$ cat config.mk
export PLATFORM = sky130hd
export DESIGN_NAME = pc_fetch_unit_flat
export DESIGN_NICKNAME = d
export VERILOG_FILES = /design/src/rtl/pc_fetch_unit_if.sv /design/src/rtl/pc_fetch_unit.sv /design/src/flat_wrapper.sv
export SDC_FILE = /design/constraint.sdc
export NUM_CORES = 1
export LEC_CHECK = 0
export CORE_MARGIN = 2
export CORE_UTILIZATION = 44
export CTS_CLUSTER_DIAMETER = 120
export DETAILED_ROUTE_END_ITERATION = 8
export PLACE_DENSITY = 0.79
export SYNTH_ARGS = -nofsm -noshare
export SYNTH_HDL_FRONTEND = slang
export SYNTH_SLANG_ARGS = --single-unit
$ cat constraint.sdc
create_clock -name clock -period 2.7 [get_ports clock]
set_clock_uncertainty 0.05 [all_clocks]
set_input_delay 0.675 -clock clock [delete_from_list [all_inputs] [get_ports clock]]
set_output_delay 0.675 -clock clock [all_outputs]
set_load 0.01 [all_outputs]
$ cat src/rtl/pc_fetch_unit_if.sv
// Instruction-memory fetch interface for pc_fetch_unit.
//   imem_req   : fetch request (fetch unit -> memory)
//   imem_addr  : word fetch address (fetch unit -> memory)
//   imem_ready : memory returns imem_rdata this cycle (memory -> fetch unit)
//   imem_rdata : fetched instruction word (memory -> fetch unit)
// master = fetch unit side, slave = instruction memory side.
interface pc_fetch_unit_if;
  logic        imem_req;
  logic [31:0] imem_addr;
  logic        imem_ready;
  logic [31:0] imem_rdata;

  modport master (
    output imem_req,
    output imem_addr,
    input  imem_ready,
    input  imem_rdata
  );

  modport slave (
    input  imem_req,
    input  imem_addr,
    output imem_ready,
    output imem_rdata
  );
endinterface

$ cat src/rtl/pc_fetch_unit.sv
// pc_fetch_unit: program-counter register and instruction-fetch sequencer.
// Holds the PC, issues word fetches over a req/ready handshake and selects
// the next PC (pc+4, branch target, jump target or a queued redirect).
//
// Ports:
//   clock          system clock, rising-edge
//   reset          synchronous active-high reset
//   stall          hazard stall, blocks PC advance
//   branch_taken   one-cycle redirect request to branch_target
//   branch_target  branch destination
//   jump           one-cycle redirect request to jump_target (wins over branch)
//   jump_target    jump destination
//   imem           instruction-memory interface (master side)
//   instr          last fetched instruction (registered)
//   instr_valid    one-cycle pulse when instr updates
//   pc             address of the instruction in flight
//   pc_plus4       pc + 4, mod 2^32
//   misalign       only when PC_ALIGN_CHECK_EN is defined: one-cycle pulse
//                  after a misaligned redirect request (which is discarded)
//
// Build option: define PC_ALIGN_CHECK_EN to discard misaligned redirect
// targets and flag them on misalign; otherwise target bits [1:0] are forced
// to zero.
module pc_fetch_unit #(
  parameter logic [31:0] RESET_PC = 32'h0000_0000
) (
  input  logic                   clock,
  input  logic                   reset,
  input  logic                   stall,
  input  logic                   branch_taken,
  input  logic [31:0]            branch_target,
  input  logic                   jump,
  input  logic [31:0]            jump_target,
  pc_fetch_unit_if.master        imem,
  output logic [31:0]            instr,
  output logic                   instr_valid,
  output logic [31:0]            pc,
  output logic [31:0]            pc_plus4
`ifdef PC_ALIGN_CHECK_EN
  ,
  output logic                   misalign
`endif
);

  typedef enum logic [1:0] {
    RST_HOLD = 2'd0,
    FETCH    = 2'd1,
    HOLD     = 2'd2
  } state_t;

  state_t      state, state_next;
  logic        req;
  logic        advance;
  logic        pending;
  logic [31:0] redirect_pc;

  logic        jump_ok, branch_ok;
  logic [31:0] jump_tgt, branch_tgt;
  logic        redir_req;
  logic [31:0] redir_tgt;
  logic [31:0] pc_next;
`ifdef PC_ALIGN_CHECK_EN
  logic        bad_redirect;
`endif

  assign pc_plus4       = pc + 32'd4;
  assign imem.imem_req  = req;
  assign imem.imem_addr = pc;

  // Redirect qualification. Jump takes precedence over branch among the
  // requests that survive alignment handling.
  always_comb begin
`ifdef PC_ALIGN_CHECK_EN
    jump_tgt     = jump_target;
    branch_tgt   = branch_target;
    jump_ok      = jump && (jump_target[1:0] == 2'b00);
    branch_ok    = branch_taken && (branch_target[1:0] == 2'b00);
    bad_redirect = (state != RST_HOLD) &&
                   ((jump && (jump_target[1:0] != 2'b00)) ||
                    (branch_taken && (branch_target[1:0] != 2'b00)));
`else
    jump_tgt     = jump_target & ~32'h3;
    branch_tgt   = branch_target & ~32'h3;
    jump_ok      = jump;
    branch_ok    = branch_taken;
`endif
    redir_req = (state != RST_HOLD) && (jump_ok || branch_ok);
    redir_tgt = jump_ok ? jump_tgt : branch_tgt;
  end

  always_comb begin
    if (jump_ok)
      pc_next = jump_tgt;
    else if (branch_ok)
      pc_next = branch_tgt;
    else if (pending)
      pc_next = redirect_pc;
    else
      pc_next = pc_plus4;
  end

  always_ff @(posedge clock) begin
    if (reset)
      state <= RST_HOLD;
    else
      state <= state_next;
  end

  always_comb begin
    state_next = state;
    req        = 1'b0;
    advance    = 1'b0;
    case (state)
      RST_HOLD: state_next = FETCH;
      FETCH: begin
        req = 1'b1;
        if (imem.imem_ready) begin
          if (stall)
            state_next = HOLD;
          else
            advance = 1'b1;
        end
      end
      HOLD: begin
        if (!stall) begin
          advance    = 1'b1;
          state_next = FETCH;
        end
      end
      default: state_next = RST_HOLD;
    endcase
  end

  always_ff @(posedge clock) begin
    if (reset) begin
      pc          <= RESET_PC;
      pending     <= 1'b0;
      redirect_pc <= '0;
      instr       <= '0;
      instr_valid <= 1'b0;
    end else begin
      instr_valid <= 1'b0;
      if ((state == FETCH) && imem.imem_ready) begin
        instr       <= imem.imem_rdata;
        instr_valid <= 1'b1;
      end
      if (advance) begin
        pc      <= pc_next;
        pending <= 1'b0;
      end else if (redir_req) begin
        pending     <= 1'b1;
        redirect_pc <= redir_tgt;
      end
    end
  end

`ifdef PC_ALIGN_CHECK_EN
  always_ff @(posedge clock) begin
    if (reset)
      misalign <= 1'b0;
    else
      misalign <= bad_redirect;
  end
`endif

endmodule

$ cat src/flat_wrapper.sv
// flat-port wrapper written by rule: the top's interface ports become plain ports
module pc_fetch_unit_flat 
#(
  parameter logic [31:0] RESET_PC = 32'h0000_0000
)
  (clock, reset, stall, branch_taken, branch_target, jump, jump_target, instr, instr_valid, pc, pc_plus4, imem_imem_req, imem_imem_addr, imem_imem_ready, imem_imem_rdata);
  pc_fetch_unit_if imem_i ();
  input  logic clock;
  input  logic reset;
  input  logic stall;
  input  logic branch_taken;
  input  logic [31:0] branch_target;
  input  logic jump;
  input  logic [31:0] jump_target;
  output logic [31:0] instr;
  output logic instr_valid;
  output logic [31:0] pc;
  output logic [31:0] pc_plus4;
  output wire logic [$bits(imem_i.imem_req)-1:0] imem_imem_req;
  output wire logic [$bits(imem_i.imem_addr)-1:0] imem_imem_addr;
  input wire logic [$bits(imem_i.imem_ready)-1:0] imem_imem_ready;
  input wire logic [$bits(imem_i.imem_rdata)-1:0] imem_imem_rdata;
  assign imem_imem_req = imem_i.imem_req;
  assign imem_imem_addr = imem_i.imem_addr;
  assign imem_i.imem_ready = imem_imem_ready;
  assign imem_i.imem_rdata = imem_imem_rdata;
  pc_fetch_unit #(.RESET_PC(RESET_PC)) u_core (.clock(clock), .reset(reset), .stall(stall), .branch_taken(branch_taken), .branch_target(branch_target), .jump(jump), .jump_target(jump_target), .imem(imem_i), .instr(instr), .instr_valid(instr_valid), .pc(pc), .pc_plus4(pc_plus4));
endmodule
Yosys cells after proc, flatten, opt, wreduce, memory -nomap -nowiden. Cells that the tools add are included.

$add $sub $neg: 1. Equal/unequal tests: 5. Muxes and demuxes: 13. Bitwise operators: 1. Reduce and logical (&&, ||, !) cells: 8.

Operator list (count): $mux W32 (4); $add A32 B3 Y32 const B (1); $mux W2 (3); $ne A2 B2 Y1 const B (3); $pmux W2 S3 (1); $mux W1 (4); $reduce_and A3 Y1 (1); $eq A2 B1 Y1 const B (1); $eq A2 B2 Y1 const B (1); $logic_and A1 B1 Y1 (2); $logic_not A2 Y1 (1); $pmux W1 S2 (1); $reduce_and A2 Y1 (1); $reduce_bool A2 Y1 (1); $reduce_or A2 Y1 (1); $logic_or A1 B1 Y1 (1); $not A1 Y1 (1).

Bits in registers: 100. Input bits: 102. Output and inout port bits: 130. Word-level logic and storage cells: 34.

Logic depth before layout (Yosys ltp).
Depth after elaboration: 5. Gate-level depth with buffers: 9. Gate-level depth less buffers: 7.

Least setup slack after synthesis. No wires, ideal clock.

Path kind: reg2out. Start point: reg u_core.pc[11], in the netlist u_core.imem.imem_addr[11]. End point: out pc_plus4[28]. Arrival: 1.700 ns. Required time: 1.975 ns. Setup slack: 0.275 ns. Stages on the path, launching flop included: 6. Cells stage by stage: dfxtp_1 clkbuf_2 and4_1 nand4_1 nor4_1 xor2_1.

Cells in the longest elaborated chain, start to end: 1.

RTL lines: start: declaration (line pc_fetch_unit.sv:37) `output logic [31:0] pc,`; start signal: assignment (line pc_fetch_unit.sv:148) `pc <= pc_next;`; $add A32 B3 Y32 (line pc_fetch_unit.sv:66) `assign pc_plus4 = pc + 32'd4;`; end: declaration (line flat_wrapper.sv:18) `output logic [31:0] pc_plus4;`.

No other way between the ends.

Worst setup path after layout.
Start point: reg u_core.pc[13], in the netlist u_core.imem.imem_addr[13]. End point: out pc_plus4[28].

Same word-level chain as after synthesis.

==> results.yml <==
run_status:
  status: "finished with violations"
  violations: "negative setup slack"
power_and_ir_drop:
  power_leakage_uw: 0.00363
  vdd_drop_max_mv: 0.358
  power.density_mw_per_mm2: 435
worst_setup_path:
  critPathKind: "flip-flop to output port"
  worstPathMaxFanout: 4
  crit_chain: "and4_4 > buf_6 > nand4_1 > nor4_2 > buf_4 > xor2_1 > buf_2"
  start_kind: "flip-flop"
  worstPathRequired_ns: 1.98
  path_delay_family: "simple AND/OR/NAND/NOR gates"
  path_buf_inv: 3
  crit_arrival_ns: 2.05
  end_kind: "output port"
  max_stage_delay_ns: 0.35
  slowest_stage: "nor4_2"
clocking:
  clock_sinks: 96
  clk_latency_ns: 0.35
  numCtsBuffers: 9
  cts_root_buffer: "clkbuf_16"
  cts_buffer_depth: 2
  path_clk_slew_ns: 0.07
  htreeDepth: 3
  tritoncts: "done"
  hold_buffers: 0
final_layout:
  utilization_pct: 71.9
  final_common_cell: "clkdlybuf4s50_1"
  n_antenna_cell: 0
  design_area_sq_mm: 0.00900
  seqCellArea_sq_mm: 0.00195
  drive_above_1_share_pct: 21.7
  multi_input_area_sq_mm: 0.00340
  nFillCells: 979
  most-common-layout-cells: "clkdlybuf4s50_1, nand2_1, buf_4"
  final_nets: 1078
  syn2layout_area_growth_pct: 60.3
grt:
  grt_overflow: 0
  grt_max_degree: 53
  gr-usage-all-layers_pct: 28.5
  grt_pass1_wl_microns: 30500
  first_global_vias: 6034
  antenna_found_initial: 0
timing:
  setup_viol: 5
  fin_crit_ns: 2.77
  period_share_pct: 103
  hold_viol_final: 0
  fmax_mhz: 361
  worstMarginPinSlew_ns: 0.731
  setup_tns_ns: -0.294
  slew_headroom_pct: 51.2
  slew_violations: 0
  setup_ws_ns: -0.0719
  rsz0062_at_grt: "yes"
placement:
  place_congestion: 0.933
  dp_hpwl_microns: 14600
  post-place-ws_ns: -0.189
  dpl_cell_area_sq_mm: 0.00825
  port_buffers: 221
drt:
  vias: 6569
  drt-total-wl_microns: 21000
  ant_nets: 0
  first_iter_violations: 538
  drt-wirelength-per-cell_microns: 18.3
  dr.pass1.iters: 5
  drc: 0
  viasPerCell: 5.72
hold_path:
  worstHoldPathType: "flip-flop to flip-flop"
logic_synthesis:
  syn-mean-instance-area_sq_um: 7.89
  netlist_instances: 712
  ys_ff_latch: 96
  synth_edf_count: 0
  synth_area_sq_mm: 0.00562
  ys_types: 67
  yosysSeqAreaShare_pct: 34.2
  yosysWarnings: 0
  async_flop_share_pct: 0
  synthFlopType: "dfxtp_1"
floorplan:
  die_h_microns: 117
  initial_utilization_pct: 44.9
  core_sq_mm: 0.0125
  dieArea_sq_mm: 0.0137
  die_w_microns: 117
  num_rows: 41
  ioPinCount: 232
run:
  timing.max_cap.violations: 0
-- kinds of logic after synthesis --
logic type	count (synthesis)	share of synthesized area, %
AND/OR/NAND/NOR	237	20.6
AO/OA/AOI/OAI	211	24.6
flip-flops	96	34.2
buffers and inverters	104	9.69
other	1	0.0668
adder cells (fa/ha/maj)	4	0.891
multiplexers	34	6.10
XOR/XNOR	25	3.90
-- cell type report --
cell class	count	share of cell area (%)
Clock inverter	5	0.431
Timing Repair Buffer	336	34.5
Inverter	12	0.500
Multi-Input combinational cell	517	37.7
Clock buffer	11	2.81
Tap cell	172	2.39
Sequential cell	96	21.6
-- metrics by stage --
| step | hold WS [ns] | std cells | total power (uW) |
|---|---|---|---|
| global route | 0.418 | 1149 | 4080 |
| floorplan | 0.420 | 717 | 2160 |
| detailed placement | 0.398 | 1103 | 2640 |
| finish | 0.404 | 1149 | 3920 |
| CTS | 0.406 | 1135 | 3900 |
| global placement | 0.391 | 1103 | 2610 |
-- worst reg2reg max path, delay by kind of cell (launching register included) --
| kind | cells | cell delay, ns |
|---|---|---|
| AO/OA/AOI/OAI | 2 | 0.51 |
| adder cells (fa/ha/maj) | 1 | 0.26 |
| buffers and inverters | 2 | 0.33 |
| flip-flops | 1 | 0.37 |
| AND/OR/NAND/NOR | 3 | 0.52 |
-- synth_stat cells, drive strengths merged (3+ instances only) --
master	instances	area, sq um
o21a	8	60.1
nor4	5	52.6
ha	4	50.1
a221oi	10	87.6
o21bai	4	30.0
o21ai	33	165
or3	3	23.8
and3	4	25.0
buf	51	343
dfxtp	96	1920
nand3	14	70.1
xor2	8	70.1
a21oi	72	360
nor2	40	150
nand3b	11	82.6
a32o	5	50.1
a21o	4	30.0
inv	11	41.3
a22o	3	26.3
nand2	110	420
and2	4	26.3
or2	3	18.8
clkbuf	41	156
o211ai	5	37.5
xnor2	17	149
nand4	12	75.1
o31ai	6	45.0
and4	6	52.6
a211oi	29	218
o22ai	5	31.3
nor3	15	80.1
mux2i	32	320
and3b	4	35.0
-- report_power, final --
part           switching (uW)  internal [uW]  leakage [uW]
clock network             585            683      0.000143
registers                75.3           1540      0.000791
logic                     526            510       0.00270
-- what timing repair did --
| item | 4_1_cts | 5_1_grt |
|---|---|---|
| gates resized for setup | 103 | 57 |
| pin swaps | 15 | 16 |
| setup buffers | 16 | 15 |
| setup endpoints to repair | 26 | 21 |
-- metal layers --
| layer | share of wire [%] | up-vias | track usage (%) |
|---|---|---|---|
| li1 | - | 3043 | - |
| met1 | 40 | 3120 | 35.7 |
| met2 | 50 | 351 | 49.5 |
| met3 | 7.1 | 55 | 4.27 |
| met4 | 3.2 | 0 | 10.5 |
| met5 | 0 | - | 0 |
-- path summary, 6_finish.rpt --
check / to / cells after the start / slack (ns) / startpoint
worst min-delay path: u_core.instr[23]$_SDFFE_PP0P_ / 2 / 0.40 / u_core.instr[23]$_SDFFE_PP0P_
worst max register to register: u_core.redirect_pc[7]$_SDFFE_PP0P_ / 8 / 0.57 / u_core.state[1]$_SDFFE_PP0P_
worst max-delay path: pc_plus4[28] / 7 / -0.07 / u_core.imem.imem_addr[13]$_SDFFE_PP0P_
worst min register to register: u_core.instr[23]$_SDFFE_PP0P_ / 2 / 0.40 / u_core.instr[23]$_SDFFE_PP0P_
-- state kept, by name, summed over array words and instances, names as in the netlist --
register / flops
u_core.instr: 32
u_core.imem.imem_addr: 30
u_core.redirect_pc: 30
u_core.state: 2
u_core.instr_valid: 1
u_core.pending: 1
Power figures use the tool's default switching activity.
